<file path="config.mk">
export PLATFORM = sky130hd
export DESIGN_NAME = mux_8x1_arbiter
export DESIGN_NICKNAME = d
export VERILOG_FILES = /design/src/rtl/mux_arb_pkg.sv /design/src/rtl/rr_pick_8.sv /design/src/rtl/mux_8x1_arbiter.sv
export SDC_FILE = /design/constraint.sdc
export NUM_CORES = 1
export LEC_CHECK = 0
export CAP_MARGIN = 30
export CORE_ASPECT_RATIO = 2
export CORE_MARGIN = 5
export CORE_UTILIZATION = 55
export DETAILED_ROUTE_END_ITERATION = 10
export DONT_BUFFER_PORTS = 1
export PLACE_DENSITY = 0.78
export SLEW_MARGIN = 20
export SYNTH_ARGS = -nofsm -noshare
export SYNTH_HDL_FRONTEND = slang
export SYNTH_HIERARCHICAL = 1
export SYNTH_SLANG_ARGS = --single-unit
</file>
<file path="constraint.sdc">
create_clock -name clock -period 4.2 [get_ports clock]
set_clock_uncertainty 0.15 [all_clocks]
set_input_delay 0.42 -clock clock [delete_from_list [all_inputs] [get_ports clock]]
set_output_delay 0.42 -clock clock [all_outputs]
set_load 0.01 [all_outputs]
</file>
<file path="src/rtl/mux_arb_pkg.sv">
// Shared definitions for the 8-requester round-robin mux arbiter:
// requester count, index width, FSM state encoding and a one-hot helper.
package mux_arb_pkg;

  localparam int NUM_REQ  = 8;
  localparam int IDX_BITS = 3;

  // IDLE: nobody owns the mux. GRANT: one requester owns it.
  // RELEASE: the single dead cycle between two grants.
  typedef enum logic [1:0] {
    IDLE    = 2'd0,
    GRANT   = 2'd1,
    RELEASE = 2'd2
  } arbState_t;

  // Turn a requester index into its grant bit.
  function automatic logic [NUM_REQ-1:0] oneHot(input logic [IDX_BITS-1:0] idx);
    logic [NUM_REQ-1:0] vec;
    vec      = '0;
    vec[idx] = 1'b1;
    return vec;
  endfunction

endpackage

</file>
<file path="src/rtl/rr_pick_8.sv">
// Combinational round-robin picker. Starting just after the most recent
// owner and wrapping around, the first requester with its REQ bit set wins.
// The most recent owner itself is looked at last, so it can only win again
// when nobody else is asking.
module rr_pick_8
  import mux_arb_pkg::*;
(
  input  logic [NUM_REQ-1:0]  REQ,
  input  logic [IDX_BITS-1:0] LAST,
  output logic [IDX_BITS-1:0] WIN,
  output logic                FOUND
);

  logic [IDX_BITS-1:0] cand;

  // Walk LAST+1 .. LAST+8 (mod 8) and latch the first requester found; the
  // 3-bit add wraps naturally, and offset 8 lands back on LAST itself.
  always_comb begin
    WIN   = '0;
    FOUND = 1'b0;
    cand  = '0;
    for (int k = 1; k <= NUM_REQ; k++) begin
      cand = LAST + IDX_BITS'(k);
      if (!FOUND && REQ[cand]) begin
        WIN   = cand;
        FOUND = 1'b1;
      end
    end
  end

endmodule

</file>
<file path="src/rtl/mux_8x1_arbiter.sv">
// Round-robin arbiter for a shared 8:1 data mux. SEL drives the mux select
// directly and GNT tells each requester whether it currently owns the mux.
// A grant lasts until the owner raises DONE, drops its request, or the
// watchdog runs out; every grant is followed by one dead cycle with GNT=0
// so that the mux never switches while someone believes they own it.
module mux_8x1_arbiter
  import mux_arb_pkg::*;
#(
  parameter int unsigned TIMEOUT  = 15,
  parameter int unsigned CNT_BITS = 8
) (
  input  logic                clock,
  input  logic                reset_n,
  input  logic [NUM_REQ-1:0]  REQ,
  input  logic                DONE,
  output logic [IDX_BITS-1:0] SEL,
  output logic [NUM_REQ-1:0]  GNT,
  output logic                BUSY,
  output logic                TIMEOUT_ERR
);

  // Watchdog limit in counter width; a limit of zero switches the watchdog off.
  localparam logic [CNT_BITS-1:0] TimeoutCnt = CNT_BITS'(TIMEOUT);
  localparam logic [CNT_BITS-1:0] CountMax   = '1;
  localparam logic [CNT_BITS-1:0] CountOne   = CNT_BITS'(1);
  localparam bit                  WdEnable   = (TIMEOUT != 0);

  arbState_t            state_q;
  logic [IDX_BITS-1:0]  sel_q;
  logic [IDX_BITS-1:0]  last_q;
  logic [NUM_REQ-1:0]   gnt_q;
  logic                 busy_q;
  logic                 timeoutErr_q;
  logic [CNT_BITS-1:0]  count_q;
  logic [CNT_BITS-1:0]  count_d;

  logic [IDX_BITS-1:0]  pickWin;
  logic                 pickFound;
  logic                 ownerReq;
  logic                 wdExpired;
  logic                 releaseNow;
  logic                 timeoutHit;

  // The picker is consulted in IDLE and RELEASE; last_q is already updated
  // to the outgoing owner by the time RELEASE evaluates it.
  rr_pick_8 uRrPick (
    .REQ   (REQ),
    .LAST  (last_q),
    .WIN   (pickWin),
    .FOUND (pickFound)
  );

  // Grant-length bookkeeping: release causes and a saturating count that
  // never wraps back below the watchdog limit on very long grants.
  always_comb begin
    ownerReq   = REQ[sel_q];
    wdExpired  = WdEnable && (count_q == TimeoutCnt);
    releaseNow = DONE || !ownerReq || wdExpired;
    timeoutHit = wdExpired && !DONE && ownerReq;
    count_d    = (count_q == CountMax) ? count_q : count_q + CountOne;
  end

  // Arbitration FSM; every output is a register written only here.
  always_ff @(posedge clock or negedge reset_n) begin
    if (!reset_n) begin
      state_q      <= IDLE;
      sel_q        <= '0;
      last_q       <= '1;
      gnt_q        <= '0;
      busy_q       <= 1'b0;
      timeoutErr_q <= 1'b0;
      count_q      <= '0;
    end else begin
      timeoutErr_q <= 1'b0;
      case (state_q)
        IDLE, RELEASE: begin
          if (pickFound) begin
            sel_q   <= pickWin;
            gnt_q   <= oneHot(pickWin);
            count_q <= CountOne;
            busy_q  <= 1'b1;
            state_q <= GRANT;
          end else begin
            gnt_q   <= '0;
            busy_q  <= 1'b0;
            state_q <= IDLE;
          end
        end
        GRANT: begin
          if (releaseNow) begin
            gnt_q        <= '0;
            busy_q       <= 1'b0;
            last_q       <= sel_q;
            timeoutErr_q <= timeoutHit;
            state_q      <= RELEASE;
          end else begin
            count_q <= count_d;
          end
        end
        default: begin
          gnt_q   <= '0;
          busy_q  <= 1'b0;
          state_q <= IDLE;
        end
      endcase
    end
  end

  assign SEL         = sel_q;
  assign GNT         = gnt_q;
  assign BUSY        = busy_q;
  assign TIMEOUT_ERR = timeoutErr_q;

endmodule

</file>
Word-level counts from Yosys, hierarchy flattened. Cells that the tools add are included.

Bits in read-only memories: 0. Latch bits: 0. Register bits after elaboration: 26. Input port bits: 11. Memory bits (writable): 0. Memories: 0.

$lt $le $gt $ge: 11. Reductions and logical operators: 27. Equality and inequality tests: 8. Add/sub/neg operators: 8. Bitwise gates (word level): 0. Divide/modulo/power cells: 0. Mux-type cells: 51. $mul: 0. Shift-type cells: 0.

Operator list (count): $lt 3x4->1 const B (10); $mux 8 (5); $pmux 8 s2 (2); $bmux 1 s3 (9); $mux 3 (8); $mux 1 (23); $add 3x3->3 const B (4); $logic_and 1x1->1 (10); $logic_not 1->1 (9); $add 8x1->8 const B (1); $eq 8x4->1 const B (1); $eq 8x8->1 const B (1); $ne 2x2->1 const B (4); $add 3x2->3 const B (2); $pmux 2 s2 (1); $reduce_and 2->1 (2); $reduce_and 4->1 (1); $add 3x1->3 const B (1); $demux 1 s3 (1); $ge 3x1->1 const B (1); $eq 2x1->1 const B (1); $eq 2x2->1 const B (1); $logic_not 2->1 (1); $logic_or 1x1->1 (2); 4 further kinds (4).

Depth between registers and ports, before layout. Gate-level depths: netlist of run 1.

Depth after elaboration: 31. Depth in mapped cells: 15.

Hierarchy. The synthesis of run 1 kept the hierarchy.

Modules (own cells, without submodules): mux_8x1_arbiter (cells an instance 112, area each 1223.7 µm², instances 1); rr_pick_8 (cells an instance 93, area each 785.8 µm², instances 1).

Worst setup path after synthesis of run 1. No wires, ideal clock.

Kind: reg2reg. Start: reg last_q[1]. End: reg count_q[1]. Stages on the path, launching flop included: 16. Arrival time: 4.110 ns. Data required time: 3.929 ns. Buffers on the path: 4. Setup slack: -0.181 ns. Cell sequence: dfstp_2 clkbuf_1 clkbuf_1 inv_1 ha_1 clkbuf_1 mux4_1 mux2_4 or4_1 buf_2 nor3_2 nand2_1 nor2b_1 a21oi_1 nor2_1 a22o_1.

Cells in the longest elaborated chain, start to end: 27. Elaborated cells on any way between the ends: 47.

RTL lines: from (decl) (line mux_8x1_arbiter.sv:30) `logic [IDX_BITS-1:0] last_q;`; from (signal assigned) (line mux_8x1_arbiter.sv:93) `last_q <= sel_q;`; $add 3x1->3 (line rr_pick_8.sv:23) `cand = LAST + IDX_BITS'(k);`; $bmux 1 s3 (line rr_pick_8.sv:24) `if (!FOUND && REQ[cand]) begin`; $mux 1 (not written as such) (line rr_pick_8.sv:24); $mux 1 (line rr_pick_8.sv:24); $logic_not 1->1 (line rr_pick_8.sv:24); $logic_and 1x1->1 (line rr_pick_8.sv:24); $mux 1 (line rr_pick_8.sv:24); $logic_not 1->1 (line rr_pick_8.sv:24); [... 12 more ...]; $logic_and 1x1->1 (line rr_pick_8.sv:24); $mux 1 (line rr_pick_8.sv:24); $logic_not 1->1 (line rr_pick_8.sv:24); $logic_and 1x1->1 (line rr_pick_8.sv:24); $mux 1 * (line rr_pick_8.sv:24); net pickFound (line mux_8x1_arbiter.sv:38) `logic pickFound;`; $ne 2x2->1 (no source line) *; $reduce_and 4->1 (no source line) *; to (signal assigned) (line mux_8x1_arbiter.sv:80) `count_q <= CountOne;`; to (signal assigned) (line mux_8x1_arbiter.sv:97) `count_q <= count_d;`; to (decl) (line mux_8x1_arbiter.sv:34) `logic [CNT_BITS-1:0] count_q;`.

Mark *: on every way through the listed nets, which the timed path passes. The rest lies on a longest branch. The select of a mux whose other input is x is not followed. A chain may end at the register's enable or synchronous reset.

Worst setup path in the final report of run 1.
Start: reg last_q[0]. End: reg count_q[1].

The elaborated chain is that of the path after synthesis.

==> key figures, run 1 <==
Placement
  • Final weighted congestion in routability-driven placement: between 0.9 and 1
  • Port Buffers: 0
  • Pre-CTS WS: 0.259 ns
  • Placed Area: about 2100 µm²
  • Hpwl dp: 4320 µm

Logic synthesis
  • Ys async rst share: between 90% and 100%
  • Synth Flop Type: dfrtp_1
  • Post-Syn Area: 2010 µm²
  • Syn nets: ~220
  • Mean post-synth cell area: ~10 µm²
  • Share of the synthesized area in the top cell type: 27.4%
  • Largest area contributor in the netlist: dfrtp_1
  • Synthesized instance count: 205
  • Post-synthesis xor/xnor area fraction: under 10%
  • Mux share of post-synthesis cell area: approximately a fifth
  • Yosys warnings: 6
  • EDFF count, synth: 0
  • Simple-Gate Fraction of Synth Area: approximately 18%
  • Area contributors post-synth: dfrtp_1 (27%), mux4_1 (6.5%), mux2i_1 (4.5%), dfstp_2 (3.9%), mux2_2 (3.4%)
  • Register area share after synthesis: between 30% and 40%
  • Yosys reg bits: 25
  • Compound-gate portion of the synthesized area: between 20 and 25%
  • Largest family of logic cells by synthesized area: compound AO/OA/AOI/OAI gates
  • Synth Area in Adders: under 10%
  • Synth cell types: 57

Floorplan
  • Die Area: around 5000 µm²
  • Core area: 3570 µm²
  • Initial Utilization: 56.3%
  • Chip Width: around 53 µm
  • Num rows: 31
  • I/O Pins: 24
  • Die Ht: between 90 and 100 µm

Critical path
  • Arr. time, crit path: 4.01 ns
  • Setup CP Type: flip-flop to flip-flop
  • CP cell instances: inv_1 > ha_1 > mux4_2 > mux2_4 > or4_1 > nor3_2 > nand2_1 > nor2b_1 > a21oi_2 > nor2_1 > a22o_1
  • WP data required: ~4.2 ns
  • Worst path top cell family by delay: simple AND/OR/NAND/NOR gates
  • CP startpoint kind: flip-flop
  • Buf+Inv Stages, Crit Path: 1
  • Critical Path Max Stage Delay: just over 0.7 ns
  • Top fanout value on the critical path: 13
  • Slowest cell on crit path: dfstp_2
  • Critical Path End Type: flip-flop

Timing
  • Relative slew slack: between 60% and 70%
  • Setup TNS: 0 ns
  • Final setup viols: 0
  • Unrepaired setup endpoints after global routing: no
  • Final hold violations: 22
  • Min Tclk post-route: 3.99 ns
  • PnR worst setup slack: between 0.2 and 0.25 ns
  • Final Cycle Share: roughly 95%
  • Worst-Margin Slew: approximately 0.56 ns
  • Fmax: approximately 0.25 GHz
  • Max Slew Vio Count: 0
  • Minimum hold slack: -0.0237 ns

Route
  • DR WL/cell: 21.7 µm
  • Initial drt markers: 50
  • DRC errors left: 0
  • Pre-antenna DRT Iters: 4
  • WL final: between 5000 and 6000 µm
  • Vias per cell: between 6 and 7
  • Post-route ant nets: 0
  • Vias: approximately 1.8k

Pwr
  • Pwr Density: slightly below 1000 nW/µm²
  • Worst vdd ir: 0.590 mV
  • Pleak: roughly 0.86 nW

GRT
  • Congestion Overflow GR: 0
  • First-pass GRT wire length: between 9000 and 10000 µm
  • Initial antenna violation count: 0
  • Number of global-route vias before repair: 1846
  • Largest net degree at the start of global routing: 26
  • All-Layer GR Usage: 24.7%

Layout
  • NumNets Final: around 220
  • Fillcell total: approximately 340
  • Synthesis-to-layout area growth: 5.11%
  • Layout cells sized above 1: 15.0%
  • Post-route design area: 2110 µm²
  • Ant diodes: 0

Clocking
  • Clk_lat worst skew: around 0.27 ns
  • Clock buffer depth: 2
  • Clk sinks: 25
  • Clock root cell: clkbuf_8
  • H-tree depth: 1
  • Setup repair bufs after CTS: 0
  • Clk slew on worst S/H paths: about 0.09 ns
  • CTS buffer count: 3
  • CTS tree: yes
  • Post_cts resized: 0

Min path
  • Hold WC Path Type: primary input to async pin

Outcome
  • Outcome: finished, violations left
  • Failing checks: negative hold slack

Flow run
  • Maxcap violations: 0
## kinds of logic (layout without fill, tap and decap cells)
family                     count (synthesis)  in the layout
adders and majority gates                  3              3
DFF                                       25             25
AOI/OAI and AO/OA                         61             61
muxes                                     29             29
buffers and inverters                     18             19
xor gates and xnor gates                   3              3
and+or+nand+nor                           66             66
## through the flow
stage	std cells	power, mW	utilization, %
3_5_place_dp	250	1.88	57.7
2_1_floorplan	205	1.56	-
6_report	255	2.06	59.2
5_1_grt	255	2.22	59.2
3_3_place_gp	250	1.85	57.7
4_1_cts	255	2.03	59.3
## Yosys cell counts, types with 6 or more instances
master   instances
nor2b_1          6
mux2i_1          9
o21ai_0          9
mux2_2           6
dfrtp_1         22
inv_1            8
nor2_1          11
a21oi_1         10
nand2_1         16
nand3_1          7
## cell type report
type                    count  area (µm²)  share of cell area, %
multi-input cells         162        1290                   61.2
flip-flops and latches     25         629                   29.8
well taps                  49        61.3                   2.90
repair buffers              7        50.0                   2.37
clock buffers               3        41.3                   1.95
inverters                   8        30.0                   1.42
clock inverters             1        7.51                  0.355
## cell usage in the layout (no fill, tap or decap), types with 3 or more instances in the layout
cell type and n:
o32ai_1 4, and3_1 4, ha_1 3, o21ai_0 9
mux4_1 5, nor2b_1 6, nand2_1 16, a32o_1 4
dfstp_2 3, inv_1 8, a31oi_1 5, dfrtp_1 22
mux2_1 5, o21ai_1 5, nand3_1 7, clkbuf_8 3
a21oi_1 9, or4_1 5, nand4_1 3, buf_4 6
mux2i_1 9, o211ai_1 4, nor2_1 11, nand2b_1 5
mux2_2 6
## per-layer routing
metal	vias up	share of wire (%)	global-route usage (%)
met5	-	0	0
met4	0	5.7	17.3
met3	25	4.1	3.76
met2	65	58	45.0
met1	870	32	24.1
li1	803	-	-
## final timing paths
check	from	end	slack, ns	cells after the start
worst max-delay path	last_q[0]	count_q[1]	0.21	11
worst min-delay path	reset_n	count_q[6]	-0.02	1
worst max register to register	last_q[0]	count_q[1]	0.21	11
worst min register to register	count_q[0]	count_q[0]	0.36	1
max in group asynchronous	reset_n	last_q[1]	3.55	1
min in group clock	DONE	count_q[3]	0.24	3
## what timing repair did
action	4_1_cts	5_1_grt
endpoints found under the hold margin	25	0
endpoints found under the setup margin	0	0
hold buffers	1	0
## sequential cells by signal (all words and copies together), names as in the netlist
register	flops
state_q	2
last_q	3
GNT	8
TIMEOUT_ERR	1
SEL	3
count_q	8
## power by group
part	switching (mW)	total [mW]	internal, mW
Clock	0.0776	0.145	0.0673
Sequential	0.106	0.421	0.315
Combinational	0.876	1.49	0.613
Total	1.06	2.06	0.995
No activity file was read; power rests on OpenSTA's default activity.
==> inputs of run 2 (changes only) <==
clock period = 3.6 ns   (was 4.2 ns; I/O delays follow)
==> key figures, run 2 (same netlist as run 1, synthesis figures left out) <==
Critical path
  • Setup CP Type: flip-flop to flip-flop
  • WP data required: about 3.6 ns
  • CP startpoint kind: flip-flop
  • Arr. time, crit path: 3.50 ns
  • Critical Path End Type: flip-flop
  • Top fanout value on the critical path: 10

Layout
  • Synthesis-to-layout area growth: 9.22%
  • Post-Layout Cell Count: about 260
  • Ant diodes: 0
  • Most frequent cells in the layout: dfrtp_1 (22), nand2_1 (16), nor2_1 (11)
  • NumNets Final: approximately 220
  • Fin util: ~62%
  • Layout cells sized above 1: between 10% and 20%
  • Most common cell after layout, fill and taps aside: dfrtp_1

Route
  • Vias per cell: 6.78
  • WL final: 5340 µm
  • DRC errors left: 0
  • DR WL/cell: 20.7 µm
  • Post-route ant nets: 0
  • Initial drt markers: 91
  • Pre-antenna DRT Iters: 4
  • Vias: about 1.7k

Timing
  • PnR worst setup slack: between 0.1 and 0.15 ns
  • Final setup viols: 0
  • Min Tclk post-route: 3.50 ns
  • Max Slew Vio Count: 0
  • Final Cycle Share: between 90 and 100%
  • Setup TNS: 0 ns
  • Relative slew slack: 64.8%
  • Worst-Margin Slew: about 0.53 ns
  • Final hold violations: 0
  • Fmax: roughly 0.29 GHz

GRT
  • Initial antenna violation count: 0
  • Number of global-route vias before repair: 1816
  • Largest net degree at the start of global routing: 26
  • First-pass GRT wire length: 8430 µm
  • All-Layer GR Usage: 22.3%
  • Congestion Overflow GR: 0

Placement
  • Hpwl dp: approximately 4200 µm
  • Post-Place Cells: between 200 and 300
  • Port Buffers: 0
  • Pre-CTS WS: approximately 0.092 ns
  • Final weighted congestion in routability-driven placement: just under 0.9

Outcome
  • Outcome: finished, final reports clean

Clocking
  • Clk sinks: 25
  • Clk_lat worst skew: between 0.2 and 0.3 ns
  • CTS buffer count: 3
  • Clk slew on worst S/H paths: roughly 0.08 ns
  • Clock root cell: clkbuf_8
  • Clock buffer depth: 2
  • CTS tree: yes
  • H-tree depth: 1

Min path
  • Hold WC Path Type: primary input to flip-flop

Floorplan
  • Initial Utilization: between 50 and 60%
  • Chip Width: ~53 µm
  • Die Area: 5040 µm²
  • Core area: between 3000 and 4000 µm²
  • I/O Pins: 24
  • Die Ht: approximately 95 µm
  • Num rows: 31

Flow run
  • Maxcap violations: 0
-- run 2: changes by cell type in the layout (fill, tap and decap cells not counted), sizes merged --
cell and delta:
buf +2, clkinvlp -1, dlygate4sd3 +1, clkbuf +1
-- run 2: timing repair --
action                                  in CTS  in global routing
endpoints found under the setup margin       0                  8
resized for setup                            0                  1
hold endpoints to repair                    25                 22
setup buffers                                0                  1
hold buffers                                 1                  1
-- run 2: layer usage --
| metal | up-vias | global-route usage [%] | wire length (µm) |
|---|---|---|---|
| li1 | 807 | - | - |
| met1 | 862 | 20.5 | 1760 |
| met2 | 58 | 43.9 | 3150 |
| met3 | 21 | 2.50 | 188 |
| met4 | 0 | 12.4 | 232 |
| met5 | - | 0 | 0 |
-- run 2: stage by stage --
step	hold WS (ns)	instance area, µm²
2_1_floorplan	-0.0856	2080
3_3_place_gp	-0.0849	2110
3_5_place_dp	-0.0849	2110
4_1_cts	0.191	2160
5_1_grt	0.202	2190
6_report	0.193	2190
-- run 2: final timing paths --
check	from	to	slack (ns)	cells after the start
worst max register to register	last_q[0]	GNT[6]	0.10	10
min in group asynchronous	reset_n	GNT[7]	0.45	2
worst min register to register	count_q[6]	count_q[6]	0.38	1
max in group asynchronous	reset_n	last_q[1]	2.48	2
worst min-delay path	DONE	count_q[6]	0.19	3
worst max-delay path	last_q[0]	GNT[6]	0.10	10
-- run 2: layout make-up --
class                           instances  area [µm²]
Clock buffer                            4        45.0
Sequential cell                        25         629
Timing Repair Buffer                   10         100
Fill cell                             314        1370
Multi-Input combinational cell        162        1330
Inverter                                8        30.0
Tap cell                               49        61.3
-- run 2: critical path: stages, from the launching register on --
cell and delay, ns:
dfstp_2 0.60, inv_1 0.11, ha_4 0.34, mux4_2 0.36
mux2_4 0.32, or4_4 0.59, nor2_1 0.12, nand3_1 0.11
a31oi_2 0.27, nor2_1 0.13, a32o_1 0.29
Power of run 2 is not shown: default switching activity piles up to over one toggle a cycle in this logic, so the estimate is an artifact.
==> inputs of run 3 (changes only) <==
ABC_AREA = 1   (was default)
==> key figures, run 3 <==
Route
  • Vias per cell: roughly 5.6
  • Post-route ant nets: 0
  • Initial drt markers: 86
  • DRC errors left: 0
  • WL final: approximately 5700 µm
  • Vias: roughly 2k
  • Pre-antenna DRT Iters: 5
  • DR WL/cell: between 15 and 20 µm

Min path
  • Hold WC Path Type: primary input to flip-flop
  • Hold Path Sink: state_q[0]
  • Hold_sp: DONE
  • Hold path cells: 3

Layout
  • Post-route design area: about 2200 µm²
  • Layout cells sized above 1: 18.9%
  • Area taken by multi-input logic gates: 1300 µm²
  • Fillcell total: 383
  • Most common cell after layout, fill and taps aside: nand2_1
  • NumNets Final: about 330
  • Synthesis-to-layout area growth: 4.05%
  • Most frequent cells in the layout: nand2_1 (106), nand3_1 (45), dfrtp_1 (22)
  • Fin util: around three fifths
  • Storage element area: roughly 630 µm²
  • Ant diodes: 0

Critical path
  • R2R setup slack: approximately 0.52 ns
  • Critical Path Max Stage Delay: 0.68 ns
  • Worst path top cell family by delay: simple AND/OR/NAND/NOR gates
  • Setup CP Type: flip-flop to flip-flop
  • Critical Path Stages: 15
  • Top fanout value on the critical path: 14
  • Arr. time, crit path: 3.14 ns
  • CP startpoint kind: flip-flop
  • WP data required: 3.66 ns
  • Worst flop-to-flop path startpoint: last_q[0]
  • CP cell instances: inv_2 > ha_1 > inv_2 > nand3_1 > nand3_1 > nand2_1 > inv_2 > nand4_2 > nor2_4 > nand3_1 > nand2_2 > o211ai_4 > nand2_4 > nand2_1 > nand2_1
  • Worst Reg-to-Reg Cells: 15
  • Critical Path End Type: flip-flop
  • Slowest cell on crit path: dfstp_2
  • Worst reg2reg endpoint: count_q[5]
  • Buf+Inv Stages, Crit Path: 3

Pwr
  • Switching power total: 1.45 mW
  • Sequential share of power: between 20 and 25%
  • Worst vdd ir: between 0.7 and 0.8 mV
  • Pleak: roughly 1.1 nW
  • P_int: 1.01 mW
  • Share of total power in the clock network: around 7%
  • Comb pwr share: roughly 73%
  • Switching part of the total power: 59.0%
  • Power consumption: around 2.5 mW
  • Pwr Density: 1110 nW/µm²

Clocking
  • CTS tree: yes
  • H-tree depth: 1
  • Clk_lat worst skew: between 0.2 and 0.3 ns
  • Clk slew on worst S/H paths: approximately 0.080 ns
  • Clock buffer depth: 2
  • CTS buffer count: 3
  • Clock root cell: clkbuf_8
  • Clk sinks: 25

GRT
  • Largest net degree at the start of global routing: 26
  • All-Layer GR Usage: between 20% and 30%
  • First-pass GRT wire length: 9620 µm
  • Number of global-route vias before repair: between 2k and 2.5k
  • Initial antenna violation count: 0
  • Congestion Overflow GR: 0

Timing
  • Fmax: ~0.33 GHz
  • Worst-Margin Slew: around 0.4 ns
  • Setup TNS: 0 ns
  • Relative slew slack: between 70% and 80%
  • Final setup viols: 0
  • Max Slew Vio Count: 0
  • Unrepaired setup endpoints after global routing: no
  • Final hold violations: 0
  • Final Cycle Share: between 80% and 90%
  • Minimum hold slack: about 0.25 ns
  • Min Tclk post-route: 3.08 ns

Logic synthesis
  • Largest area contributor in the netlist: dfrtp_1
  • Most frequent cell after synthesis: nand2_1
  • Share of the synthesized area in the top cell type: about a quarter
  • Register area share after synthesis: 29.5%
  • EDFF count, synth: 0
  • Area contributors post-synth: dfrtp_1 (26%), nand2_1 (19%), nand3_1 (11%), nand3_2 (4.2%), dfstp_2 (3.7%)
  • Ys async rst share: 100%
  • Mean post-synth cell area: between 6 and 7 µm²
  • Most instantiated cells after synthesis: nand2_1 (106), nand3_1 (45), dfrtp_1 (22)
  • Post-Syn Area: 2130 µm²
  • Synth Flop Type: dfrtp_1
  • Synthesized instance count: roughly 310
  • Syn nets: between 300 and 400
  • Yosys warnings: 6
  • Yosys reg bits: 25
  • Synth cell types: 33

Floorplan
  • Die Area: between 5000 and 6000 µm²
  • Num rows: 32
  • Die Ht: between 90 and 100 µm
  • I/O Pins: 24
  • Initial Utilization: between 50% and 60%
  • Core area: between 3000 and 4000 µm²
  • Chip Width: around 54 µm

Flow run
  • Maxcap violations: 0

Placement
  • Final weighted congestion in routability-driven placement: between 0.9 and 1
  • Placed Area: between 2000 and 2500 µm²
  • Hpwl dp: 4530 µm
  • Port Buffers: 0

Outcome
  • Outcome: finished, final reports clean
run 3: changes by cell type after synthesis, moves of 9 or more:
cell / delta
mux2i_1: -9
nand3_2: +9
nor2_1: +9
nand4_1: +9
inv_1: +11
inv_2: +19
nand3_1: +38
nand2_1: +90
run 3: cells by family (layout without fill, tap and decap cells):
logic type | count (synthesis) | count (layout) | synth area share, %
buffers and inverters | 46 | 46 | 9.68
adder cells (fa/ha/maj) | 3 | 3 | 1.76
AO/OA/AOI/OAI | 21 | 21 | 6.34
flip-flops | 25 | 25 | 29.5
AND/OR/NAND/NOR | 214 | 214 | 50.2
XOR/XNOR | 3 | 3 | 2.47
run 3: worst register-to-register path, delay by kind of cell (launching register included):
family / cells / cell delay [ns]
AOI/OAI and AO/OA: 1 / 0.17
adders and majority gates: 1 / 0.43
buffers and inverters: 3 / 0.36
DFF: 1 / 0.68
and+or+nand+nor: 10 / 1.22
run 3: metal layers:
metal	vias up	share of wire (%)	track usage (%)	wire [µm]
met4	0	4.0	15.2	225
met2	62	57	42.6	3230
li1	1013	-	-	-
met5	-	0	0	0
met1	955	33	23.1	1860
met3	16	6.5	6.26	369
run 3: cell type report:
cell class              instances  area share (%)
clock buffers                   4            2.03
inverters                      39            6.60
multi-input cells             241            58.4
flip-flops and latches         25            28.4
well taps                      51            2.88
repair buffers                  3            1.69
run 3: how the worst max path moves through the flow:
stage | from | endpoint | slack [ns]
finish | last_q[0] | count_q[5] | 0.52
floorplan | last_q[1] | count_q[7] | 0.90
global route | last_q[0] | count_q[5] | 0.22
detailed placement | last_q[0] | count_q[5] | 0.57
global placement | last_q[0] | count_q[3] | 0.65
CTS | last_q[0] | count_q[5] | 0.55
run 3: repair_timing:
item | 4_1_cts | 5_1_grt
gates resized for setup | 0 | 0
hold buffers | 2 | 0
endpoints found under the hold margin | 25 | 0
buffers inserted | 0 | 0
run 3: power by group through the flow:
stage                     registers [mW]  clock network [mW]  logic [mW]
after floorplan                    0.448                   0        1.51
after global placement             0.504                   0        1.73
after detailed placement           0.507                   0        1.75
after CTS                          0.502               0.169        1.77
after global routing               0.515               0.184        2.02
final                              0.502               0.167        1.79
run 3: per-stage QoR:
stage          setup slack [ns]  std cells
2_1_floorplan             0.904        312
5_1_grt                   0.221        363
4_1_cts                   0.549        363
3_3_place_gp              0.648        357
6_report                  0.524        363
3_5_place_dp              0.574        357
